--- src/rtl/stream_mux_nx1_pkg.sv ---
// ---------------------------------------------------------------------------
// mux_pkg
// Shared types and helpers for the stream_mux_nx1 block.
//   mux_mode_t : selection mode (explicit select or round-robin)
//   next_idx   : wrap-around increment of a channel index for any channel
//                count, including counts that are not a power of two.
// ---------------------------------------------------------------------------
package mux_pkg;

    typedef enum logic {
        MODE_SEL = 1'b0,
        MODE_RR  = 1'b1
    } mux_mode_t;

    // Channel counts need not be powers of two, so the wrap is an explicit
    // compare rather than relying on index overflow.
    function automatic int unsigned next_idx(input int unsigned idx, input int unsigned n);
        return (idx == n - 1) ? 0 : idx + 1;
    endfunction

endpackage

--- src/rtl/stream_mux_nx1_rr_arbiter.sv ---
// ---------------------------------------------------------------------------
// rr_arbiter
// Combinational round-robin grant: finds the first requester starting at ptr
// and searching upward with wrap-around.
//   req     in  N      request vector
//   ptr     in  SEL_W  highest-priority index (must be < N)
//   gnt_idx out SEL_W  granted index (0 when nothing requests)
//   gnt_any out 1      at least one request present
// ---------------------------------------------------------------------------
module rr_arbiter
    import mux_pkg::*;
#(
    parameter int N = 8,
    localparam int SEL_W = $clog2(N)
) (
    input  logic [N-1:0]     req,
    input  logic [SEL_W-1:0] ptr,
    output logic [SEL_W-1:0] gnt_idx,
    output logic             gnt_any
);

    logic [SEL_W:0]   w_sum [N];
    logic [SEL_W-1:0] w_idx [N];
    logic [N-1:0]     w_rot;

    // Rotation: position gi of w_rot is the channel (ptr + gi) mod N. The
    // modulo is a single conditional subtract since both terms are < N.
    for (genvar gi = 0; gi < N; gi++) begin : g_rot
        assign w_sum[gi] = {1'b0, ptr} + (SEL_W+1)'(gi);
        assign w_idx[gi] = (w_sum[gi] >= (SEL_W+1)'(N))
                         ? SEL_W'(w_sum[gi] - (SEL_W+1)'(N))
                         : SEL_W'(w_sum[gi]);
        assign w_rot[gi] = req[w_idx[gi]];
    end

    // Priority-encode the lowest rotated position; its w_idx entry is the
    // unrotated channel number.
    always_comb begin
        gnt_any = 1'b0;
        gnt_idx = '0;
        for (int k = N - 1; k >= 0; k--) begin
            if (w_rot[k]) begin
                gnt_any = 1'b1;
                gnt_idx = w_idx[k];
            end
        end
    end

endmodule

--- src/rtl/stream_mux_nx1.sv ---
// ---------------------------------------------------------------------------
// stream_mux_nx1
// N-input, WIDTH-bit valid/ready stream multiplexer with a registered output
// stage. Channel selection is either explicit (sel) or fair round-robin.
//   clk       in  1            rising-edge clock
//   rst       in  1            synchronous active-high reset
//   mode      in  1            0 = explicit select, 1 = round-robin
//   sel       in  SEL_W        channel index used in explicit-select mode
//   in_data   in  N_IN*WIDTH   channel i at [i*WIDTH +: WIDTH]
//   in_valid  in  N_IN         per-channel valid
//   in_ready  out N_IN         per-channel ready (combinational)
//   out_data  out WIDTH        registered data
//   out_src   out SEL_W        registered source channel of out_data
//   out_valid out 1            registered valid
//   out_ready in  1            downstream ready
// ---------------------------------------------------------------------------
module stream_mux_nx1
    import mux_pkg::*;
#(
    parameter int N_IN  = 8,
    parameter int WIDTH = 8,
    localparam int SEL_W = $clog2(N_IN)
) (
    input  logic                  clk,
    input  logic                  rst,
    input  logic                  mode,
    input  logic [SEL_W-1:0]      sel,
    input  logic [N_IN*WIDTH-1:0] in_data,
    input  logic [N_IN-1:0]       in_valid,
    output logic [N_IN-1:0]       in_ready,
    output logic [WIDTH-1:0]      out_data,
    output logic [SEL_W-1:0]      out_src,
    output logic                  out_valid,
    input  logic                  out_ready
);

    logic [WIDTH-1:0] r_out_data;
    logic [SEL_W-1:0] r_out_src;
    logic             r_out_valid;
    logic [SEL_W-1:0] r_rr_ptr;

    mux_mode_t        w_mode;
    logic             w_load_en;
    logic [SEL_W-1:0] w_gnt_idx;
    logic             w_gnt_any;
    logic [SEL_W-1:0] w_src;
    logic             w_xfer;
    logic [WIDTH-1:0] w_chan [N_IN];

    assign w_mode = mux_mode_t'(mode);

    // The output register can take a beat when empty or when it drains this
    // cycle, giving one beat per cycle without a bubble.
    assign w_load_en = !r_out_valid || out_ready;

    rr_arbiter #(.N(N_IN)) u_arb (
        .req     (in_valid),
        .ptr     (r_rr_ptr),
        .gnt_idx (w_gnt_idx),
        .gnt_any (w_gnt_any)
    );

    assign w_src = (w_mode == MODE_RR) ? w_gnt_idx : sel;

    // An out-of-range sel matches no channel, so nothing becomes ready.
    for (genvar gi = 0; gi < N_IN; gi++) begin : g_chan
        assign w_chan[gi]   = in_data[gi*WIDTH +: WIDTH];
        assign in_ready[gi] = !rst && w_load_en &&
                              ((w_mode == MODE_RR) ? (w_gnt_any && (w_gnt_idx == SEL_W'(gi)))
                                                   : (sel == SEL_W'(gi)));
    end

    assign w_xfer = |(in_valid & in_ready);

    // w_chan is only indexed when a transfer occurs, which guarantees
    // w_src addresses a real channel.
    always_ff @(posedge clk) begin
        if (rst) begin
            r_out_valid <= 1'b0;
            r_out_data  <= '0;
            r_out_src   <= '0;
            r_rr_ptr    <= '0;
        end else if (w_xfer) begin
            r_out_valid <= 1'b1;
            r_out_data  <= w_chan[w_src];
            r_out_src   <= w_src;
            if (w_mode == MODE_RR) begin
                r_rr_ptr <= SEL_W'(next_idx(32'(w_src), 32'(N_IN)));
            end
        end else if (out_ready) begin
            r_out_valid <= 1'b0;
        end
    end

    assign out_data  = r_out_data;
    assign out_src   = r_out_src;
    assign out_valid = r_out_valid;

endmodule

--- config.mk ---
export PLATFORM = sky130hd
export DESIGN_NAME = stream_mux_nx1
export DESIGN_NICKNAME = d
export VERILOG_FILES = /design/src/rtl/stream_mux_nx1_pkg.sv /design/src/rtl/stream_mux_nx1_rr_arbiter.sv /design/src/rtl/stream_mux_nx1.sv
export SDC_FILE = /design/constraint.sdc
export NUM_CORES = 1
export LEC_CHECK = 0
export BUFFER_PORTS_ARGS = -buffer_cell sky130_fd_sc_hd__buf_4
export CORE_MARGIN = 1
export CORE_UTILIZATION = 53
export DETAILED_ROUTE_END_ITERATION = 10
export PLACE_DENSITY = 0.87
export SLEW_MARGIN = 20
export SYNTH_ARGS = -nofsm -noshare
export SYNTH_HDL_FRONTEND = slang
export SYNTH_HIERARCHICAL = 1
export SYNTH_SLANG_ARGS = --single-unit
--- constraint.sdc ---
create_clock -name clk -period 11.67 [get_ports clk]
set_input_delay 2.334 -clock clk [delete_from_list [all_inputs] [get_ports clk]]
set_output_delay 2.334 -clock clk [all_outputs]
set_load 0.02 [all_outputs]
==> flow_summary.json, run 1 <==
{
  "max_freq_mhz": 131,
  "finalCritPeriodShare": 0.653,
  "power.leakage_nw": 1.32,
  "antenna_left": 0,
  "yosys.cell_types.count": 51,
  "cp_num_buf_inv": 3,
  "worst_hold_slack_ns": 0.496,
  "grt_pass1_vias": 2401,
  "vias_per_cell": 6.46,
  "vias": 2618,
  "ys_ff_latch": 15,
  "min_path_cells": 2,
  "crit_arrival_ns": 5.29,
  "cts_made_buffers": 3,
  "swShare": 0.523,
  "grt_setup_unrepaired": "no",
  "p_comb_frac": 0.812,
  "tightest_slew_ns": 0.871,
  "instances_no_fill": 405,
  "fin_nets": 436,
  "layout-drive-gt1-share": 0.422,
  "syn-num-nets": 351,
  "row_count": 24,
  "syn_inst": 269,
  "p_int_mw": 0.371,
  "port_buffers": 98,
  "n_antenna_cell": 0,
  "tritoncts": "built",
  "antenna_found_initial": 0,
  "max_slew_margin": 0.416,
  "reg2reg_depth": 13,
  "cp_slowest_cell": "a221oi_2",
  "grt.total_usage": 0.290,
  "outcome": "finished clean",
  "hold_viol": 0,
  "grt_max_degree": 50,
  "drtPass1Iterations": 5,
  "wire_per_inst_um": 17.6,
  "hold_class": "flop to flop",
  "dpl.hpwl_mm": 5.64,
  "report.final.slew_viol_count": 0,
  "worst-path-max-fanout": 7,
  "cpMostUsedCell": "buf_4",
  "ir_drop_mv": 0.162,
  "drt_drc_violations_left": 0,
  "core_mm2": 0.00435,
  "drt_iter0_markers": 318,
  "initial_core_util": 0.549,
  "clock-sinks": 15,
  "path_cells": "buf_4 > mux4_2 > mux2_2 > a211oi_1 > o21ai_1 > a221oi_2 > inv_1 > o32ai_2 > buf_4",
  "synth_ff_type": "dfxtp_1",
  "area_growth_pct": 31.4,
  "drt-total-wl_mm": 7.15,
  "syn_area_per_cell_um2": 8.88,
  "clk_pin_slew_ns": 0.05,
  "ctsLongestPathBuffers": 2,
  "post_cts_buffers": 0,
  "seq_area_frac_synth": 0.126,
  "ctsHoldBuffers": 0,
  "setup_viol": 0,
  "yosysWarningCount": 6,
  "p_seq_frac": 0.135,
  "synth_edf_count": 0,
  "root_buffer": "clkbuf_8",
  "fp.dieH_um": 69.1,
  "cpPeakStageDelay_ns": 0.66,
  "cts_resized": 0,
  "switching_power_mw": 0.407,
  "crit_family": "compound AO/OA/AOI/OAI gates",
  "power_density_mw_per_mm2": 248,
  "async_flop_share": 0,
  "min_period_ns": 7.63,
  "htreeDepth": 1,
  "globalRouteOverflowTotal": 0,
  "die-area_mm2": 0.00478,
  "power_mw": 0.779,
  "cp.depth": 9,
  "start_kind": "input port",
  "worstSkewPairLatency_ns": 0.25,
  "nFillCells": 335,
  "grt_pass1_wl_mm": 11.5,
  "place.gp.congestion": 0.963,
  "die_w_um": 69.1,
  "drv_cap": 0,
  "fin_setup_tns_ns": 0,
  "fin_skew_ns": 0.00442,
  "r2r_slack_ns": 6.29,
  "dp.cells": 401,
  "io_pins": 99,
  "crit_type": "input port to output pin",
  "end_kind": "output pin",
  "clkPwrFrac": 0.053,
  "worst_ep_required_time_ns": 9.34,
  "syn_area_mm2": 0.00239
}
registers in the layout (all words and copies together) (netlist names):
| register | cells |
|---|---|
| r_rr_ptr | 3 |
| out_data | 8 |
| out_src | 3 |
| out_valid | 1 |
kinds of logic (layout without fill, tap and decap cells):
logic type	after synthesis	after routing	share of synthesized area
AOI/OAI and AO/OA	81	81	0.268
xor gates and xnor gates	4	4	0.0147
adders and majority gates	3	3	0.0157
buffers and inverters	32	116	0.0780
DFF	15	15	0.126
muxes	47	47	0.272
and+or+nand+nor	87	87	0.225
per-stage QoR:
| step | cell area [µm²] | utilization | worst slack (ns) |
|---|---|---|---|
| 2_1_floorplan | 2390 | - | 4.65 |
| 3_3_place_gp | 3090 | 0.709 | 4.21 |
| 3_5_place_dp | 3090 | 0.709 | 4.12 |
| 4_1_cts | 3130 | 0.720 | 4.12 |
| 5_1_grt | 3140 | 0.721 | 3.99 |
| 6_report | 3140 | 0.721 | 4.04 |
final cells by class:
cell class	instances	area [µm²]	share of cell area
flip-flops and latches	15	300	0.0957
multi-input cells	222	1920	0.613
clock buffers	4	45.0	0.0144
inverters	10	38.8	0.0124
well taps	52	65.1	0.0207
repair buffers	102	766	0.244
cell usage after synthesis, types with 5 or more instances:
| cell | count | area, µm² |
|---|---|---|
| a221oi_1 | 9 | 78.8 |
| nor3_1 | 15 | 75.1 |
| nand2_1 | 8 | 30.0 |
| nor3_2 | 11 | 110 |
| nor2b_1 | 20 | 125 |
| nor2_1 | 10 | 37.5 |
| clkbuf_1 | 7 | 26.3 |
| mux2_1 | 5 | 56.3 |
| buf_4 | 6 | 45.0 |
| nand3_1 | 5 | 25.0 |
| inv_1 | 9 | 33.8 |
| a211oi_1 | 27 | 203 |
| dfxtp_1 | 15 | 300 |
| mux2i_1 | 23 | 230 |
| buf_6 | 5 | 56.3 |
| nand4_1 | 7 | 43.8 |
| mux4_2 | 11 | 248 |
| a21oi_1 | 15 | 75.1 |
layout by cell type, fill, tap and decap left out, types with 3 or more instances in the layout:
master,instances
nor3_1,14
nor2_1,10
a221oi_1,9
mux2_1,5
a22oi_1,3
a211oi_1,27
mux2_2,4
buf_4,102
ha_1,3
nand4_1,7
a22oi_2,4
clkbuf_8,3
mux2_4,3
mux4_2,11
o21ai_1,3
dfxtp_1,15
mux2i_1,21
inv_1,9
nor2b_1,20
nand2_1,8
nor3_2,12
xor2_1,4
a21oi_1,15
nand3_1,5
final timing paths:
| check | startpoint | endpoint |
|---|---|---|
| worst max-delay path | in_valid[6] | in_ready[7] |
| worst min-delay path | out_src[2]$_SDFFE_PP0P_ | out_src[2]$_SDFFE_PP0P_ |
| worst max register to register | r_rr_ptr[0]$_SDFFE_PP0P_ | r_rr_ptr[1]$_SDFFE_PP0P_ |
| worst min register to register | out_src[2]$_SDFFE_PP0P_ | out_src[2]$_SDFFE_PP0P_ |
worst min-delay path, stage by stage (launching register included):
cell and delay (ns):
dfxtp_1 0.31, nor2_1 0.10, nor3_1 0.04
power by group through the flow:
stage / Combinational (mW) / Sequential, mW / Clock, mW
4_1_cts: 0.622 / 0.104 / 0.0426
2_1_floorplan: 0.488 / 0.105 / 0
3_3_place_gp: 0.609 / 0.105 / 0
6_report: 0.633 / 0.105 / 0.0413
3_5_place_dp: 0.620 / 0.105 / 0
5_1_grt: 0.684 / 0.109 / 0.0449
per-layer routing:
layer	up-vias	wire length [µm]	GRT usage
met3	23	543	0.0307
met1	1203	2700	0.377
li1	1237	-	-
met4	0	209	0.0930
met5	-	0	0
met2	155	3700	0.503
(Power assumes the default switching activity.)
==> run 2, diff against run 1 <==
Settings changed: CORE_UTILIZATION 53 to 50, PLACE_DENSITY 0.87 to 0.83.
Clock period 11.67 ns to 7.85 ns, I/O delays scaled along.
==> run 2 against run 1 <==
The flow now finishes with violations (DRC); worst hold slack better by 0.0039 ns; utilization is 1.9 points lower; critical path depth is 1 higher; count of clock-buffer cells in the layout is 1 lower; clock power is 54% higher; final area is 0.12% higher; register-to-register slack worse by 3.8 ns; die area is 5.8% higher; final cell count is 0.25% higher; flip-flop and latch count stayed put.
==> flow_summary.json, run 2 (same netlist as run 1, synthesis figures left out) <==
{
  "post_cts_buffers": 0,
  "max_freq_mhz": 159,
  "power_density_mw_per_mm2": 373,
  "worst_ep_required_time_ns": 6.28,
  "swShare": 0.528,
  "p_seq_frac": 0.134,
  "finalWorstSetupSlack_ns": 1.56,
  "clk_pin_slew_ns": 0.07,
  "finalCritPeriodShare": 0.801,
  "largest_reg_flops": 8,
  "antenna_left": 0,
  "setup_viol": 0,
  "fp.dieH_um": 71.1,
  "tritoncts": "built",
  "place.gp.congestion": 0.969,
  "drt-total-wl_mm": 7.41,
  "drt_drc_violations_left": 2,
  "grt.total_usage": 0.297,
  "worst-path-max-fanout": 12,
  "r2r_slack_ns": 2.46,
  "pre_cts_slack_ns": 1.83,
  "grt_use_met3": 0.0427,
  "cpMostUsedCell": "inv_1",
  "area_growth_pct": 31.5,
  "initial_core_util": 0.534,
  "report.final.slew_viol_count": 0,
  "vias": 2621,
  "io_pins": 99,
  "grt_setup_unrepaired": "no",
  "r2r_end": "r_rr_ptr[1]$_SDFFE_PP0P_",
  "hold_class": "flop to flop",
  "port_buffers": 98,
  "fin_setup_tns_ns": 0,
  "n_antenna_cell": 0,
  "htreeDepth": 1,
  "p_int_mw": 0.553,
  "hold_viol": 0,
  "ctsLongestPathBuffers": 2,
  "holdPathEnd": "out_src[2]$_SDFFE_PP0P_",
  "tightest_slew_ns": 0.898,
  "clkPwrFrac": 0.054,
  "drt_iter0_markers": 306,
  "clock-sinks": 15,
  "worst_hold_slack_ns": 0.500,
  "instances_no_fill": 406,
  "crit_type": "flop to output pin",
  "use_met1": 0.397,
  "busiest_layer": "met2",
  "dp.cells": 402,
  "row_count": 24,
  "globalRouteOverflowTotal": 0,
  "vias_per_cell": 6.46,
  "grt_max_degree": 47,
  "wire_per_inst_um": 18.3,
  "power.leakage_nw": 1.32,
  "grt_pass1_wl_mm": 12.1,
  "root_buffer": "clkbuf_8",
  "die_w_um": 71.1,
  "cts_resized": 0,
  "cts_made_buffers": 3,
  "fin_skew_ns": 0.00413,
  "cpPeakStageDelay_ns": 0.71,
  "grt_pass1_vias": 2615,
  "hold_path.startpoint": "out_src[2]$_SDFFE_PP0P_",
  "min_period_ns": 6.29,
  "most-common-layout-cells": "103 x buf_4, 27 x a211oi_1, 21 x mux2i_1",
  "drv_cap": 0,
  "reg2reg_depth": 13,
  "crit_arrival_ns": 4.72,
  "crit_family": "compound AO/OA/AOI/OAI gates",
  "use_met2": 0.512,
  "die-area_mm2": 0.00506,
  "cp.depth": 10,
  "dpl.hpwl_mm": 5.83,
  "antenna_found_initial": 0,
  "p_comb_frac": 0.812,
  "start_kind": "flop",
  "ctsHoldBuffers": 0,
  "outcome": "finished, violations left",
  "cp_num_buf_inv": 3,
  "max_slew_margin": 0.398,
  "layout-drive-gt1-share": 0.424,
  "worstSkewPairLatency_ns": 0.25,
  "core_mm2": 0.00447,
  "min_path_cells": 2,
  "ir_drop_mv": 0.248,
  "drtPass1Iterations": 9,
  "path_cells": "inv_1 > ha_1 > mux4_2 > mux2_1 > a211oi_1 > o21ai_1 > a221oi_2 > inv_1 > o32ai_2 > buf_4",
  "switching_power_mw": 0.618,
  "worstReg2RegStart": "r_rr_ptr[0]$_SDFFE_PP0P_",
  "violations": "DRC",
  "cp_slowest_cell": "dfxtp_1",
  "fin_nets": 437,
  "final_common_cell": "buf_4",
  "end_kind": "output pin"
}
[run 2: cell count changes in the layout (fill, tap and decap cells not counted), sizes merged]
cell    delta
clkbuf     -1
buf        +1
clkinv     +1
[run 2: cell type report]
| class | instances | area (µm²) |
|---|---|---|
| Multi-Input combinational cell | 222 | 1920 |
| Inverter | 10 | 38.8 |
| Tap cell | 52 | 65.1 |
| Timing Repair Buffer | 103 | 773 |
| Fill cell | 367 | 1330 |
| Clock buffer | 3 | 41.3 |
| Clock inverter | 1 | 5.00 |
| Sequential cell | 15 | 300 |
[run 2: worst max-delay path by stage]
stage	startpoint	to
6_report	r_rr_ptr[0]$_SDFFE_PP0P_	in_ready[7]
5_1_grt	r_rr_ptr[0]$_SDFFE_PP0P_	in_ready[7]
4_1_cts	r_rr_ptr[0]$_SDFFE_PP0P_	in_ready[7]
3_5_place_dp	in_valid[4]	in_ready[7]
3_3_place_gp	in_valid[4]	in_ready[7]
2_1_floorplan	in_valid[1]	in_ready[2]
[run 2: stage by stage]
stage | cell area (µm²) | util | total power, mW
6_report | 3140 | 0.702 | 1.17
3_5_place_dp | 3100 | 0.692 | 1.09
2_1_floorplan | 2390 | - | 0.882
5_1_grt | 3140 | 0.702 | 1.25
4_1_cts | 3140 | 0.702 | 1.16
3_3_place_gp | 3100 | 0.692 | 1.07
[run 2: metal layers]
metal / vias up / share of wire
met3: 12 / 0.071
met1: 1243 / 0.41
met2: 120 / 0.51
met4: 0 / 0.010
met5: - / 0
li1: 1246 / -
[run 2: power by group through the flow]
| stage | Clock (mW) | Sequential (mW) | Combinational (mW) |
|---|---|---|---|
| floorplan | 0 | 0.156 | 0.726 |
| global placement | 0 | 0.156 | 0.919 |
| detailed placement | 0 | 0.158 | 0.934 |
| CTS | 0.0640 | 0.157 | 0.939 |
| global route | 0.0679 | 0.162 | 1.02 |
| finish | 0.0636 | 0.157 | 0.951 |
[run 2: worst reg2reg max path, stage by stage, from the launching register on]
cell	delay, ns
dfxtp_1	0.71
inv_1	0.29
ha_1	0.56
mux4_2	0.64
mux2_1	0.39
a211oi_1	0.20
o21ai_1	0.14
a221oi_2	0.67
inv_1	0.26
a22oi_2	0.25
o22ai_1	0.14
or3_4	0.45
o21ai_4	0.25
mux2_1	0.34
==> run 3, diff against run 2 <==
Clock period 7.85 ns to 6.1 ns, I/O delays scaled along.
==> run 3 against run 2 <==
The flow still finishes with violations (DRC); non-clock buffer count up 3; global-route usage fell by 0.18 points; sequential share of layout area fell by 0.064 points; combinational power grew 32%; final cell count rose by 0.74%; total power increased by 30%; flip-flop and latch count stayed put; die area unchanged; first-iteration DRC count down 25%; highest routed layer unchanged.
==> flow_summary.json, run 3 (same netlist as run 1, synthesis figures left out) <==
{
  "row_count": 24,
  "outcome": "finished, violations left",
  "start_kind": "flop",
  "grt.total_usage": 0.295,
  "ir_drop_mv": 0.298,
  "grt_pass1_vias": 2544,
  "worst_hold_slack_ns": 0.500,
  "core_mm2": 0.00447,
  "max_freq_mhz": 185,
  "pre_cts_slack_ns": 0.988,
  "finalWorstSetupSlack_ns": 0.694,
  "min_period_ns": 5.41,
  "vias_per_cell": 6.37,
  "grt_max_degree": 50,
  "grt_pass1_wl_mm": 11.9,
  "antenna_found_initial": 0,
  "area_growth_pct": 32.4,
  "clk_pin_slew_ns": 0.06,
  "end_kind": "output pin",
  "dpl.hpwl_mm": 5.82,
  "hold_viol": 0,
  "fin_skew_ns": 0.00124,
  "root_buffer": "clkbuf_8",
  "fp.dieH_um": 71.1,
  "clock-sinks": 15,
  "min_path_cells": 2,
  "cts_made_buffers": 3,
  "layout-drive-gt1-share": 0.426,
  "port_buffers": 98,
  "crit_type": "flop to output pin",
  "grt_setup_unrepaired": "no",
  "worstSkewPairLatency_ns": 0.24,
  "power_density_mw_per_mm2": 482,
  "cts_resized": 0,
  "place.gp.congestion": 0.957,
  "finalCritPeriodShare": 0.886,
  "initial_core_util": 0.534,
  "fin_setup_tns_ns": 0,
  "n_antenna_cell": 0,
  "antenna_left": 0,
  "report.final.slew_viol_count": 0,
  "drt_drc_violations_left": 2,
  "wire_per_inst_um": 17.6,
  "worst-path-max-fanout": 14,
  "violations": "DRC",
  "max_slew_margin": 0.448,
  "fin_nets": 440,
  "drv_cap": 0,
  "die-area_mm2": 0.00506,
  "drtPass1Iterations": 7,
  "vias": 2607,
  "htreeDepth": 1,
  "tritoncts": "built",
  "io_pins": 99,
  "reg2reg_depth": 14,
  "crit_arrival_ns": 4.19,
  "setup_viol": 0,
  "final_common_cell": "buf_4",
  "drt-total-wl_mm": 7.21,
  "nFillCells": 364,
  "most-common-layout-cells": "106 x buf_4, 27 x a211oi_1, 21 x mux2i_1",
  "worst_ep_required_time_ns": 4.88,
  "tightest_slew_ns": 0.826,
  "globalRouteOverflowTotal": 0,
  "ctsLongestPathBuffers": 2,
  "post_cts_buffers": 0,
  "largest_reg_flops": 8,
  "power.leakage_nw": 1.34,
  "drt_iter0_markers": 230,
  "hold_class": "flop to flop",
  "die_w_um": 71.1,
  "ctsHoldBuffers": 0
}
run 3: cell types whose count changed in the layout (fill, tap and decap cells not counted):
cell	change
clkbuf_1	+1
buf_4	+3
clkinv_2	-1
run 3: power by group:
group	switching, mW	internal [mW]	total [mW]	leakage (nW)
sequential	0.0511	0.138	0.189	0.123
combinational	0.705	0.551	1.26	1.19
clock	0.0330	0.0462	0.0792	0.0228
run 3: critical path: stages (launching register included):
cell      delay, ns
dfxtp_1        0.70
inv_1          0.20
ha_1           0.49
mux4_2         0.59
mux2_1         0.39
a211oi_1       0.18
o21ai_1        0.12
a221oi_2       0.30
buf_4          0.23
inv_1          0.12
o32ai_2        0.41
buf_4          0.22
run 3: final cells by class:
class	count	area (µm²)	area share
clock buffers	4	45.0	0.0142
repair buffers	106	796	0.252
well taps	52	65.1	0.0206
inverters	10	38.8	0.0123
flip-flops and latches	15	300	0.0949
multi-input cells	222	1920	0.606
run 3: metal layers:
metal,vias to the layer above,share of wire,global-route usage
met1,1222,0.38,0.357
met4,0,0.025,0.0889
met3,18,0.081,0.0627
met5,-,0,0
li1,1242,-,-
met2,125,0.51,0.527
run 3: final timing paths:
path / start / end / slack [ns]
max: r_rr_ptr[1]$_SDFFE_PP0P_ / in_ready[7] / 0.69
min: out_src[2]$_SDFFE_PP0P_ / out_src[2]$_SDFFE_PP0P_ / 0.50
max reg2reg: r_rr_ptr[1]$_SDFFE_PP0P_ / r_rr_ptr[1]$_SDFFE_PP0P_ / 1.28
min reg2reg: out_src[2]$_SDFFE_PP0P_ / out_src[2]$_SDFFE_PP0P_ / 0.50
run 3: stage by stage:
stage | util | power (mW) | cell area [µm²] | cells
after global placement | 0.697 | 1.41 | 3120 | 405
after CTS | 0.707 | 1.51 | 3160 | 409
after global routing | 0.707 | 1.65 | 3160 | 409
final | 0.707 | 1.52 | 3160 | 409
after floorplan | - | 1.14 | 2390 | 269
after detailed placement | 0.697 | 1.43 | 3120 | 405
